`src/rtl/fib_pkg.sv`:
```
// fib_pkg: shared state encoding and default sizes for the Fibonacci scheduler
//   FIB_WIDTH : default result/accumulator width
//   FIB_NW    : default width of a requested index
//   state_t   : scheduler FSM states
package fib_pkg;
   localparam int FIB_WIDTH = 16;
   localparam int FIB_NW    = 4;
   typedef enum logic [1:0] {S_IDLE, S_LOAD, S_CALC, S_DONE} state_t;
endpackage

```
`src/rtl/fib_sched_if.sv`:
```
// fib_sched_if: request/grant/result bundle between two requesters and the scheduler
//   req[1:0]  : per-requester request
//   n0, n1    : index requested by requester 0 / 1
//   gnt[1:0]  : one-hot owner grant
//   done[1:0] : one-cycle completion pulse on the owner's bit
//   result    : Fibonacci value of the last completed job
//   busy      : scheduler not idle
import fib_pkg::*;
interface fib_sched_if #(parameter int WIDTH = FIB_WIDTH, parameter int NW = FIB_NW);
   logic [1:0]       req;
   logic [NW-1:0]    n0;
   logic [NW-1:0]    n1;
   logic [1:0]       gnt;
   logic [1:0]       done;
   logic [WIDTH-1:0] result;
   logic             busy;
   modport master (output req, n0, n1, input gnt, done, result, busy);
   modport slave  (input req, n0, n1, output gnt, done, result, busy);
endinterface

```
`src/rtl/fib_sched_rr_arb2.sv`:
```
// rr_arb2: two-way round-robin pick
//   req[1:0]   : active requests
//   last_owner : index of the requester served most recently
//   pick[1:0]  : one-hot winner, zero when nothing is requested
import fib_pkg::*;
module rr_arb2 (
   input  logic [1:0] req,
   input  logic       last_owner,
   output logic [1:0] pick
);
   // on contention the requester that did not go last wins
   assign pick = &req ? (last_owner ? 2'b01 : 2'b10) : req;
endmodule

```
`src/rtl/fib_sched.sv`:
```
// fib_sched: arbitrates two requesters and computes F(n) iteratively for the winner
//   clk       : clock, rising edge
//   rst       : synchronous reset, active low
//   bus       : fib_sched_if slave (req, n0, n1 in; gnt, done, result, busy out)
import fib_pkg::*;
module fib_sched #(
   parameter int WIDTH = FIB_WIDTH,
   parameter int NW    = FIB_NW
) (
   input  logic      clk,
   input  logic      rst,
   fib_sched_if.slave bus
);
   state_t           state;
   state_t           state_nx;
   logic [1:0]       pick;
   logic [1:0]       owner;
   logic             last_owner;
   logic [NW-1:0]    n_reg;
   logic [NW-1:0]    k;
   logic [WIDTH-1:0] a;
   logic [WIDTH-1:0] b;
   logic [WIDTH-1:0] result;
   rr_arb2 u_arb (.req(bus.req), .last_owner(last_owner), .pick(pick));
   always_comb begin
      state_nx = state;
      unique case (state)
         S_IDLE: state_nx = |bus.req ? S_LOAD : S_IDLE;
         S_LOAD: state_nx = S_CALC;
         S_CALC: state_nx = k == n_reg ? S_DONE : S_CALC;
         S_DONE: state_nx = S_IDLE;
      endcase
   end
   always_ff @(posedge clk) begin
      if (!rst) begin
         state      <= S_IDLE;
         owner      <= '0;
         last_owner <= 1'b1;
         n_reg      <= '0;
         k          <= '0;
         a          <= '0;
         b          <= '0;
         result     <= '0;
      end else begin
         state <= state_nx;
         unique case (state)
            S_IDLE: owner <= pick;
            S_LOAD: begin
               n_reg <= owner[1] ? bus.n1 : bus.n0;
               a     <= '0;
               b     <= WIDTH'(1);
               k     <= '0;
            end
            S_CALC: if (k != n_reg) begin
               a <= b;
               b <= a + b;
               k <= k + 1'b1;
            end
            S_DONE: begin
               result     <= a;
               last_owner <= owner[1];
            end
         endcase
      end
   end
   // owner is only meaningful once a job has been accepted
   assign bus.gnt    = state == S_IDLE ? 2'b00 : owner;
   assign bus.done   = state == S_DONE ? owner : 2'b00;
   assign bus.busy   = state != S_IDLE;
   assign bus.result = result;
endmodule

```
`src/flat_wrapper.sv`:
```
// flat-port wrapper written by rule: the top's interface ports become plain ports
module fib_sched_flat 
#(
   parameter int WIDTH = FIB_WIDTH,
   parameter int NW    = FIB_NW
)
  (clk, rst, bus_req, bus_n0, bus_n1, bus_gnt, bus_done, bus_result, bus_busy);
  fib_sched_if #(.WIDTH(WIDTH), .NW(NW)) bus_i ();
  input  logic clk;
  input  logic rst;
  input wire logic [$bits(bus_i.req)-1:0] bus_req;
  input wire logic [$bits(bus_i.n0)-1:0] bus_n0;
  input wire logic [$bits(bus_i.n1)-1:0] bus_n1;
  output wire logic [$bits(bus_i.gnt)-1:0] bus_gnt;
  output wire logic [$bits(bus_i.done)-1:0] bus_done;
  output wire logic [$bits(bus_i.result)-1:0] bus_result;
  output wire logic [$bits(bus_i.busy)-1:0] bus_busy;
  assign bus_i.req = bus_req;
  assign bus_i.n0 = bus_n0;
  assign bus_i.n1 = bus_n1;
  assign bus_gnt = bus_i.gnt;
  assign bus_done = bus_i.done;
  assign bus_result = bus_i.result;
  assign bus_busy = bus_i.busy;
  fib_sched #(.WIDTH(WIDTH), .NW(NW)) u_core (.clk(clk), .rst(rst), .bus(bus_i));
endmodule
```
`config.mk`:
```
export PLATFORM = sky130hd
export DESIGN_NAME = fib_sched_flat
export DESIGN_NICKNAME = d
export VERILOG_FILES = /design/src/rtl/fib_pkg.sv /design/src/rtl/fib_sched_if.sv /design/src/rtl/fib_sched_rr_arb2.sv /design/src/rtl/fib_sched.sv /design/src/flat_wrapper.sv
export SDC_FILE = /design/constraint.sdc
export NUM_CORES = 1
export LEC_CHECK = 0
export BUFFER_PORTS_ARGS = -buffer_cell sky130_fd_sc_hd__buf_2
export CAP_MARGIN = 20
export CORE_ASPECT_RATIO = 0.5
export CORE_UTILIZATION = 30
export CTS_BUF_LIST = sky130_fd_sc_hd__clkbuf_8
export CTS_CLUSTER_DIAMETER = 30
export CTS_CLUSTER_SIZE = 25
export DETAILED_ROUTE_END_ITERATION = 8
export PLACE_DENSITY_LB_ADDON = 0.2
export RECOVER_POWER = 100
export SLEW_MARGIN = 25
export SYNTH_ARGS = -nofsm -noshare
export SYNTH_HDL_FRONTEND = slang
export SYNTH_SLANG_ARGS = --single-unit
```
`constraint.sdc`:
```
create_clock -name clk -period 4.52 [get_ports clk]
set_input_delay 0 -clock clk [delete_from_list [all_inputs] [get_ports clk]]
set_output_delay 0 -clock clk [all_outputs]
set_load 0.05 [all_outputs]
```
After elaboration in Yosys (flattened, before gate mapping). Cells that the tools add are included.

Output and inout port bits: 21. Memories: 0. Bits of input ports: 12. Logic and storage cells: 36. Bits in read-only memories: 0. Bits in writable memories: 0. Flip-flop bits (word level): 61. Bits in latches: 0.

Bitwise gates (word level): 0. Divide/modulo/power cells: 0. $lt $le $gt $ge: 0. $add $sub $neg: 2. Reductions and logical operators: 6. Equal/unequal tests: 6. $mul: 0. Mux-type cells: 14. Shift operators: 0.

Operators with widths (number): case mux 16 bit (2 select lines) (2); 2-to-1 mux 16 bit (2); adder 16 bit (1); 2-to-1 mux 2 bit (4); 2-to-1 mux 4 bit (2); case mux 2 bit (4 select lines) (1); case mux 4 bit (2 select lines) (1); adder 4 x 1 -> 4 bit (second input constant) (1); equality test 2 bit (second input constant) (2); equality test 4 bit (1); != test 4 bit (1); AND reduction 2 bit (2); nonzero test 2 bit (2); equality test 2 x 1 -> 1 bit (second input constant) (1); zero test 2 bit (1); 2-to-1 mux 1 bit (2); != test 2 x 1 -> 1 bit (second input constant) (1); OR reduction 2 bit (1).

Logic depth before layout (Yosys ltp). Gate-level depths: netlist of run 1.

Word-level depth: 3. Depth in mapped cells: 9. Gate-level depth less buffers: 9.

By module. From an unflattened synthesis of run 1, not the netlist that was laid out.

Cell total of the unflattened synthesis: 328. Area, all modules: 3146.8 sq um.

By module, submodules not included: fib_sched (sequential area each 1221.2 sq um, area each 3128.0 sq um, instances 1, cells each 325); rr_arb2 (sequential area each 0.0 sq um, area each 18.8 sq um, instances 1, cells each 3).

Least setup slack after synthesis of run 1. OpenSTA, ideal clock, no wires.

Path type: register to register. From: reg u_core.b[0]. To: reg u_core.b[14]. Buffers on the path: 0. Clock period less this slack: 2082 ps. Data required time: 4403 ps. Setup slack: 2438 ps. Setup time: 117 ps. Cell stages (with the launch flop): 10. Data arrival time: 1964 ps. Cell sequence: dfxtp_1 -> ha_1 -> inv_1 -> fa_1 -> and2b_1 -> o211ai_1 -> a211oi_1 -> o21ai_1 -> a21o_1 -> a32o_1.

Longest elaborated chain between the ends: 3.

RTL lines: from (decl) (RTL line fib_sched.sv:22) `logic [WIDTH-1:0] b;`; from (signal assigned) (RTL line fib_sched.sv:56) `b <= a + b;`; adder 16 bit (RTL line fib_sched.sv:56); 2-to-1 mux 16 bit (RTL line fib_sched.sv:54) `S_CALC: if (k != n_reg) begin`; case mux 16 bit (2 select lines) (RTL line fib_sched.sv:46) `unique case (state)`.

No other way between the ends. The select of a mux whose other input is x is not followed. A chain may end at the register's enable or synchronous reset.

Worst setup path after layout of run 1.
From: reg u_core.k[0]. To: reg u_core.b[13].

Longest elaborated chain between the ends: 3.

RTL lines: from (decl) (RTL line fib_sched.sv:20) `logic [NW-1:0] k;`; from (signal assigned) (RTL line fib_sched.sv:57) `k <= k + 1'b1;`; != test 4 bit (RTL line fib_sched.sv:54); != test 2 x 1 -> 1 bit (no line); AND reduction 2 bit (no line).

No other way between the ends.

==> reports/results.ini, run 1 <==
[critical_path]
cp_data_arrival_time_ns=2.98
path_class=reg -> reg
required_ns=4.68
worst_setup_path_end_kind=register
crit_path_max_fanout=35
start_kind=register
reg2reg_depth=4

[timing]
setup_slack_ns=1.70
rsz0062_at_grt=no
whs_ns=0.00167
tns_ns=0
drv_slew=0
worst_slew_pin_slew_ns=1.24
skew_ns=0.00588
slew_headroom_pct=17.6
finalHoldViolations=0
period_share_pct=62.4
max_freq_ghz=0.355
setup_violations=0
period_needed_ns=2.82

[global_routing]
antenna_found_initial=0
grt_pass1_vias=2451
overflow=0
grt_pass1_wl_um=12200
grt_util_all_layers_pct=14.3
grt_max_degree=36

[floorplan]
pin_count=33
die_h_um=74.7
die_w_um=147
die_area_sq_um=11000
initial_core_util_pct=31.0
rows=26
coreArea_sq_um=10200

[detailed_routing]
drt-met1-wl_um=3850
wl_met2_um=3360
highest_layer=met4
dr.pass1.iters=4
viasPerCell=4.87
vias=2656
wl_per_cell_um=13.9
postRouteAntennaNets=0
wl_met3_um=274
drt_first_iter_violations=132
post-route-drc-count=0
totalWireLength_um=7580

[synth]
yosys_warnings=0
synth-main-ff-cell=dfxtp_1
seq_area_frac_synth_pct=38.5
syn-num-nets=407
synth_cells=374
async_flop_share_pct=0
synth-edff-count=0
syn_area_sq_um=3170
ys_ff_latch=61
synth_cell_types=51
avgSynthCellArea_sq_um=8.49

[clock_network]
path_clk_slew_ns=0.07
clock_latency_ns=0.34
htreeDepth=3
cts_tree=built
cts.sinks=61
cts_buffer_depth=2
root_buffer=clkbuf_8
post_cts_buffers=0
cts_made_buffers=9
cts-resized-gates=0

[power]
peakVddDrop_uv=132
p_leak_nw=1.44
power_density_nw_per_um2=343

[layout]
drive_above_1_share_pct=6.91
fin_area_sq_um=3590
top_regs=u_core.a x16, u_core.b x16, u_core.bus.result x16
area_growth_pct=13.2
final_nets=435
fin_cells=545
antenna_cells=0

[placement]
place_worst_setup_slack_ns=2.21
placed_area_sq_um=3430
dp_cells=528
dp_hpwl_um=5310
portBuffers=32
gp_congestion=0.802

[flow_run]
maxCapViolations=0

[worst_hold_path]
hold_class=in -> reg
hold_path_depth=3

[outcome]
outcome=finished clean

cell usage after synthesis, types with 2 or more instances:
master / count / area [sq um]
a211o_1: 4 / 35.0
nor2_1: 40 / 150
xor2_1: 7 / 61.3
buf_1: 6 / 22.5
o21a_1: 2 / 15.0
nor2b_1: 3 / 18.8
o21ai_1: 2 / 10.0
a32o_1: 2 / 20.0
a211oi_1: 6 / 45.0
mux2i_1: 21 / 210
nand2_1: 34 / 128
a31oi_1: 2 / 12.5
and3_1: 3 / 18.8
a21oi_1: 40 / 200
nand3_1: 30 / 150
a21boi_0: 2 / 15.0
buf_4: 3 / 22.5
nor3_1: 5 / 25.0
dfxtp_1: 61 / 1220
o21ai_0: 7 / 35.0
xnor2_1: 6 / 52.6
and2_1: 3 / 18.8
o211a_1: 2 / 20.0
ha_1: 20 / 250
a21oi_2: 2 / 17.5
o311ai_1: 2 / 17.5
a21o_1: 10 / 75.1
clkbuf_1: 7 / 26.3
inv_1: 15 / 56.3
buf_2: 4 / 20.0
nand4_1: 3 / 18.8
final cells by class:
class | count | area [sq um]
multi-input cells | 276 | 1780
clock buffers | 10 | 138
fillers | 1130 | 6650
flip-flops and latches | 61 | 1220
well taps | 140 | 175
inverters | 16 | 60.1
clock inverters | 4 | 42.5
repair buffers | 38 | 183
where the power goes:
part	switching, W	internal [W]	leakage (nW)
clock	0.000205	0.000259	0.101
combinational	0.000157	0.0000475	0.849
sequential	0.0000123	0.000553	0.493
path summary, 6_finish.rpt:
check	start	to	slack [ns]
min	bus_n0[2]	u_core.n_reg[2]$_SDFFE_PN0N_	0.002
max	u_core.k[0]$_SDFFE_PN0P_	u_core.b[13]$_SDFFE_PN0P_	1.70
min reg2reg	u_core.a[13]$_SDFFE_PN0P_	u_core.a[13]$_SDFFE_PN0P_	0.48
max reg2reg	u_core.k[0]$_SDFFE_PN0P_	u_core.b[13]$_SDFFE_PN0P_	1.70
layer usage:
layer	up-vias	track usage [%]
li1	1374	-
met2	25	23.1
met1	1247	18.4
met4	0	4.81
met3	10	4.42
met5	-	0
what timing repair did:
action,in CTS,in global routing
hold endpoints to repair,3,0
hold buffers,3,0
endpoints found under the setup margin,0,0
critical path, cell delays in order (launching register included):
cell and delay [ns]:
dfxtp_1 0.35, xor2_1 0.15, nor4_1 0.81, a21o_1 1.00, o311ai_0 0.31
cell families (layout without fill, tap and decap cells):
kind of cell / count (synthesis) / after routing / synth area share (%)
AO/OA/AOI/OAI: 93 / 93 / 18.9
adder cells (fa/ha/maj): 21 / 21 / 8.51
multiplexers: 21 / 21 / 6.62
flip-flops: 61 / 61 / 38.5
AND/OR/NAND/NOR: 128 / 128 / 18.8
XOR/XNOR: 13 / 13 / 3.59
buffers and inverters: 37 / 68 / 5.12
stage by stage:
| stage | total power [W] | utilization, % |
|---|---|---|
| after global placement | 0.000789 | 33.5 |
| final | 0.00123 | 35.1 |
| after CTS | 0.00126 | 35.6 |
| after global routing | 0.00129 | 35.1 |
| after detailed placement | 0.000789 | 33.5 |
| after floorplan | 0.000750 | - |
placed cells by master (no fill, tap or decap), types with 2 or more instances in the layout:
cell type,count
a211o_1,4
a211oi_1,6
a21boi_0,2
a21o_1,10
a21oi_1,40
a21oi_2,2
a31oi_1,2
a32o_1,2
and2_1,3
and3_1,3
buf_2,11
buf_4,2
clkbuf_1,22
clkbuf_8,10
dfxtp_1,61
dlygate4sd3_1,3
ha_1,20
inv_1,17
mux2i_1,21
nand2_1,34
nand3_1,30
nand4_1,3
nor2_1,40
nor2b_1,3
nor3_1,5
nor4_1,2
o211a_1,2
o21a_1,2
o21ai_0,7
o21ai_1,2
o311ai_1,2
xnor2_1,6
xor2_1,7
No activity file was read; power rests on OpenSTA's default activity.
==> inputs of run 2 (changes only) <==
==> constraint.sdc (replaced) <==
create_clock -name clk -period 2.95 [get_ports clk]
set_input_delay 0 -clock clk [delete_from_list [all_inputs] [get_ports clk]]
set_output_delay 0 -clock clk [all_outputs]
set_load 0.05 [all_outputs]
==> run 2 against run 1 <==
Wire length shrank 2.1%. Worst hold slack gained 0.021 ns. First-iteration DRC count grew 18%. Fmax grew 12%. Clock power grew 72%. Power grew 63%. Final cell count grew 2.6%. Non-clock buffer count grew 12. Combinational power grew 67%. Via count grew 1.5%.
==> reports/results.ini, run 2 (synthesis gave the netlist of run 1 again) <==
[floorplan]
die_area_sq_um=11000
initial_core_util_pct=31.0
pin_count=33
die_h_um=74.7
coreArea_sq_um=10200
die_w_um=147
rows=26

[timing]
whs_ns=0.0230
skew_ns=0.0108
finalHoldViolations=0
period_share_pct=85.3
drv_slew=0
slew_headroom_pct=38.4
setup_violations=0
period_needed_ns=2.52
max_freq_ghz=0.397
tns_ns=0
rsz0062_at_grt=no
worst_slew_pin_slew_ns=0.915

[layout]
drive_above_1_share_pct=8.11
mostFrequentLayoutCell=dfxtp_1
final_util_pct=36.4
antenna_cells=0
area_growth_pct=17.5
fin_area_sq_um=3730
top_regs=u_core.a x16, u_core.b x16, u_core.bus.result x16
final_nets=447
mostFrequentLayoutCells=dfxtp_1 (61), a21oi_1 (41), nor2_1 (40)

[global_routing]
overflow=0
grt_max_degree=31
grt_pass1_vias=2401
grt_pass1_wl_um=12100
grt_util_all_layers_pct=14.2
antenna_found_initial=0

[placement]
dp_hpwl_um=5350
portBuffers=32
placed_area_sq_um=3460
gp_congestion=0.786

[critical_path]
slowest_delay_ns=0.80
cpLargestDelayFamily=simple AND/OR/NAND/NOR gates
crit_chain=xor2_1 > nor4_1 > a21oi_1 > clkbuf_1 > nand2_1 > xor2_1 > nor2_1
path_buf_inv=1
path_class=reg -> reg
worst_setup_path_end_kind=register
required_ns=3.19
cp_data_arrival_time_ns=2.75
crit_path_max_fanout=9
crit_path_top_delay_cell=nor4_1
start_kind=register
cpMostUsedCell=xor2_1
reg2reg_slack_ns=0.43

[clock_network]
clock_latency_ns=0.35
root_buffer=clkbuf_8
cts_tree=built
htreeDepth=3
cts_buffer_depth=2
cts.sinks=61
cts_made_buffers=9
path_clk_slew_ns=0.07
post_cts_buffers=0

[detailed_routing]
post-route-drc-count=0
drt-met1-wl_um=4050
dr.pass1.iters=4
highest_layer=met4
viasPerCell=4.82
drt_first_iter_violations=156
totalWireLength_um=7430
postRouteAntennaNets=0
wl_met2_um=3090
wl_per_cell_um=13.3
vias=2695
wl_met3_um=195

[power]
power_density_nw_per_um2=537
p_leak_nw=1.51
peakVddDrop_uv=180

[worst_hold_path]
hold_class=in -> reg

[flow_run]
maxCapViolations=0

[outcome]
outcome=finished clean

run 2: cell count changes in the layout (fill, tap and decap cells not counted):
cell,before,now
dlygate4sd3_1,3,11
clkinvlp_4,0,1
buf_2,11,12
a21oi_1,40,41
a21oi_2,2,1
buf_4,2,5
clkbuf_8,10,12
inv_1,17,16
run 2: final timing paths:
check	startpoint	end	cells after the start
worst min-delay path	rst	u_core.b[8]$_SDFFE_PN0P_	3
worst max register to register	u_core.k[0]$_SDFFE_PN0P_	u_core.k[2]$_SDFFE_PN0P_	7
worst max-delay path	u_core.k[0]$_SDFFE_PN0P_	u_core.k[2]$_SDFFE_PN0P_	7
worst min register to register	u_core.b[6]$_SDFFE_PN0P_	u_core.b[6]$_SDFFE_PN0P_	2
run 2: stage by stage:
step / power [W] / worst slack (ns) / instances
5_1_grt: 0.00210 / 0.233 / 559
2_1_floorplan: 0.00115 / 0.868 / 374
6_report: 0.00200 / 0.434 / 559
3_5_place_dp: 0.00123 / 0.614 / 532
3_3_place_gp: 0.00124 / 0.634 / 532
4_1_cts: 0.00205 / 0.566 / 559
run 2: routing by layer:
| layer | GRT usage, % | vias to the layer above |
|---|---|---|
| met5 | 0 | - |
| met1 | 19.7 | 1260 |
| li1 | - | 1401 |
| met4 | 5.15 | 0 |
| met2 | 21.0 | 25 |
| met3 | 4.06 | 9 |
run 2: area by class of cell:
| cell class | instances | area, sq um |
|---|---|---|
| fill | 1083 | 6520 |
| multi-input combinational | 276 | 1770 |
| sequential | 61 | 1220 |
| timing repair buffer | 50 | 290 |
| tap | 140 | 175 |
| clock buffer | 12 | 165 |
| inverter | 16 | 60.1 |
| clock inverter | 4 | 46.3 |
run 2: power breakdown:
part / internal [W] / switching (W) / total (W)
sequential: 0.000847 / 0.0000199 / 0.000867
clock: 0.000455 / 0.000342 / 0.000797
combinational: 0.000102 / 0.000238 / 0.000340
run 2: worst min-delay path, delay by kind of cell:
| family | cells | cell delay [ns] |
|---|---|---|
| AOI/OAI and AO/OA | 1 | 0.07 |
| buffers and inverters | 1 | 0.16 |
| and+or+nand+nor | 1 | 0.10 |
run 2: what timing repair did:
action / in CTS / in global routing
hold buffers: 11 / 0
gates resized for setup: 0 / 0
endpoints found under the hold margin: 7 / 0
==> inputs of run 3 (changes only) <==
==> constraint.sdc (replaced) <==
create_clock -name clk -period 2.4 [get_ports clk]
set_input_delay 0 -clock clk [delete_from_list [all_inputs] [get_ports clk]]
set_output_delay 0 -clock clk [all_outputs]
set_load 0.05 [all_outputs]
==> run 3 against run 2 <==
Critical path depth is 2 higher. Utilization is 0.17 points higher. Sequential share of layout area is 0.15 points lower. Critical endpoint is now u_core.b[14]$_SDFFE_PN0P_. Highest routed layer unchanged.
==> reports/results.ini, run 3 (synthesis gave the netlist of run 1 again) <==
[global_routing]
grt_pass1_vias=2361
grt_max_degree=37
antenna_found_initial=0
grt_pass1_wl_um=12300
grt_util_all_layers_pct=14.4
overflow=0

[clock_network]
cts_tree=built
cts_buffer_depth=2
root_buffer=clkbuf_8
path_clk_slew_ns=0.07
htreeDepth=3
clock_latency_ns=0.34
cts_made_buffers=9
cts.sinks=61

[floorplan]
die_area_sq_um=11000
initial_core_util_pct=31.0
pin_count=33
coreArea_sq_um=10200
rows=26
die_w_um=147
die_h_um=74.7

[detailed_routing]
wl_per_cell_um=13.6
dr.pass1.iters=4
totalWireLength_um=7540
viasPerCell=4.77
post-route-drc-count=0
postRouteAntennaNets=0
drt_first_iter_violations=106
vias=2647

[critical_path]
reg2reg_slack_ns=0.14
path_class=reg -> reg
crit_path_top_delay_cell=fa_1
required_ns=2.64
crit_path_max_fanout=4
slowest_delay_ns=0.37
startpoint=u_core.a[0]$_SDFFE_PN0P_
worst_setup_path_end_kind=register
path_buf_inv=1
reg2reg_from=u_core.a[0]$_SDFFE_PN0P_
r2r-end=u_core.b[14]$_SDFFE_PN0P_
cpLargestDelayFamily=compound AO/OA/AOI/OAI gates
crit_chain=ha_2 > inv_1 > fa_1 > and2b_2 > o211ai_1 > a211oi_2 > o21ai_1 > a21o_1 > a32o_1
start_kind=register
cp_data_arrival_time_ns=2.50
reg2reg_depth=9

[power]
peakVddDrop_uv=210
p_int_w=0.00169
switching_share_pct=30.1
p_leak_nw=1.50
p_sw_w=0.000728
pwr-share-comb_pct=18.3
power_density_nw_per_um2=645
power.share.clock_pct=37.6
seq_power_share_pct=44.1

[worst_hold_path]
whs_endpoint=u_core.n_reg[2]$_SDFFE_PN0N_
hold_path_depth=3
min_from=bus_n0[2]
hold_class=in -> reg

[timing]
slew_headroom_pct=53.9
whs_ns=0.0141
period_share_pct=94.0
finalHoldViolations=0
setup_violations=0
rsz0062_at_grt=yes
drv_slew=0
worst_slew_pin_slew_ns=0.692
period_needed_ns=2.26
skew_ns=0.00878
max_freq_ghz=0.443

[layout]
mostFrequentLayoutCell=dfxtp_1
fin_cells=555
final_nets=446
top_regs=u_core.a x16, u_core.b x16, u_core.bus.result x16
antenna_cells=0
mostFrequentLayoutCells=dfxtp_1 (61), a21oi_1 (41), nor2_1 (40)
drive_above_1_share_pct=9.64
final_util_pct=36.6
area_growth_pct=18.1
fin_area_sq_um=3750

[placement]
dp_cells=533
dp_hpwl_um=5250
portBuffers=32
gp_congestion=0.802
placed_area_sq_um=3490

[outcome]
outcome=finished clean

[flow_run]
maxCapViolations=0

## run 3: cell types whose count changed in the layout (fill, tap and decap cells not counted), sizes merged
| cell | before | now |
|---|---|---|
| buf | 17 | 19 |
| clkbuf | 34 | 32 |
| dlygate4sd3 | 11 | 9 |
| clkinvlp | 1 | 0 |
| inv | 17 | 16 |
## run 3: cell type report
| cell class | count | area [sq um] |
|---|---|---|
| sequential | 61 | 1220 |
| tap | 140 | 175 |
| fill | 1106 | 6500 |
| clock inverter | 2 | 35.0 |
| inverter | 16 | 60.1 |
| timing repair buffer | 49 | 294 |
| multi-input combinational | 276 | 1810 |
| clock buffer | 11 | 151 |
## run 3: metal layers
layer | GRT usage (%) | up-vias | wire, um
met5 | 0 | - | 0
li1 | - | 1398 | -
met1 | 20.0 | 1219 | 4010
met3 | 4.00 | 7 | 246
met2 | 21.8 | 23 | 3200
met4 | 4.47 | 0 | 78
## run 3: how the worst max path moves through the flow
stage                                            to  slack [ns]  depth (start not counted)
after CTS                 u_core.b[14]$_SDFFE_PN0P_        0.03                          9
after floorplan           u_core.b[14]$_SDFFE_PN0P_        0.32                          9
after global routing      u_core.b[14]$_SDFFE_PN0P_       -0.03                          9
after detailed placement  u_core.b[14]$_SDFFE_PN0P_        0.04                          9
after global placement    u_core.b[14]$_SDFFE_PN0P_        0.07                          9
final                     u_core.b[14]$_SDFFE_PN0P_        0.14                          9
## run 3: worst min-delay path: stages
cell	delay [ns]
buf_2	0.09
mux2i_1	0.12
a211oi_1	0.08
## run 3: power by group through the flow
| stage | clock network (W) | registers (W) | logic (W) |
|---|---|---|---|
| 2_1_floorplan | 0 | 0.00108 | 0.000334 |
| 3_3_place_gp | 0 | 0.00109 | 0.000453 |
| 3_5_place_dp | 0 | 0.00109 | 0.000453 |
| 4_1_cts | 0.000942 | 0.00106 | 0.000472 |
| 5_1_grt | 0.000989 | 0.00107 | 0.000491 |
| 6_report | 0.000910 | 0.00106 | 0.000442 |
## run 3: repair_timing
item / in CTS / in global routing
endpoints found under the hold margin: 6 / 0
hold buffers: 9 / 0
buffers inserted: 0 / 0
setup endpoints to repair: 0 / 3
resized for setup: 0 / 5
## run 3: stage by stage
| stage | total power (W) | setup WS, ns | TNS (ns) |
|---|---|---|---|
| final | 0.00242 | 0.144 | 0 |
| after floorplan | 0.00141 | 0.318 | 0 |
| after CTS | 0.00248 | 0.0275 | 0 |
| after global routing | 0.00255 | -0.0322 | -0.0391 |
| after global placement | 0.00154 | 0.0703 | 0 |
| after detailed placement | 0.00154 | 0.0350 | 0 |
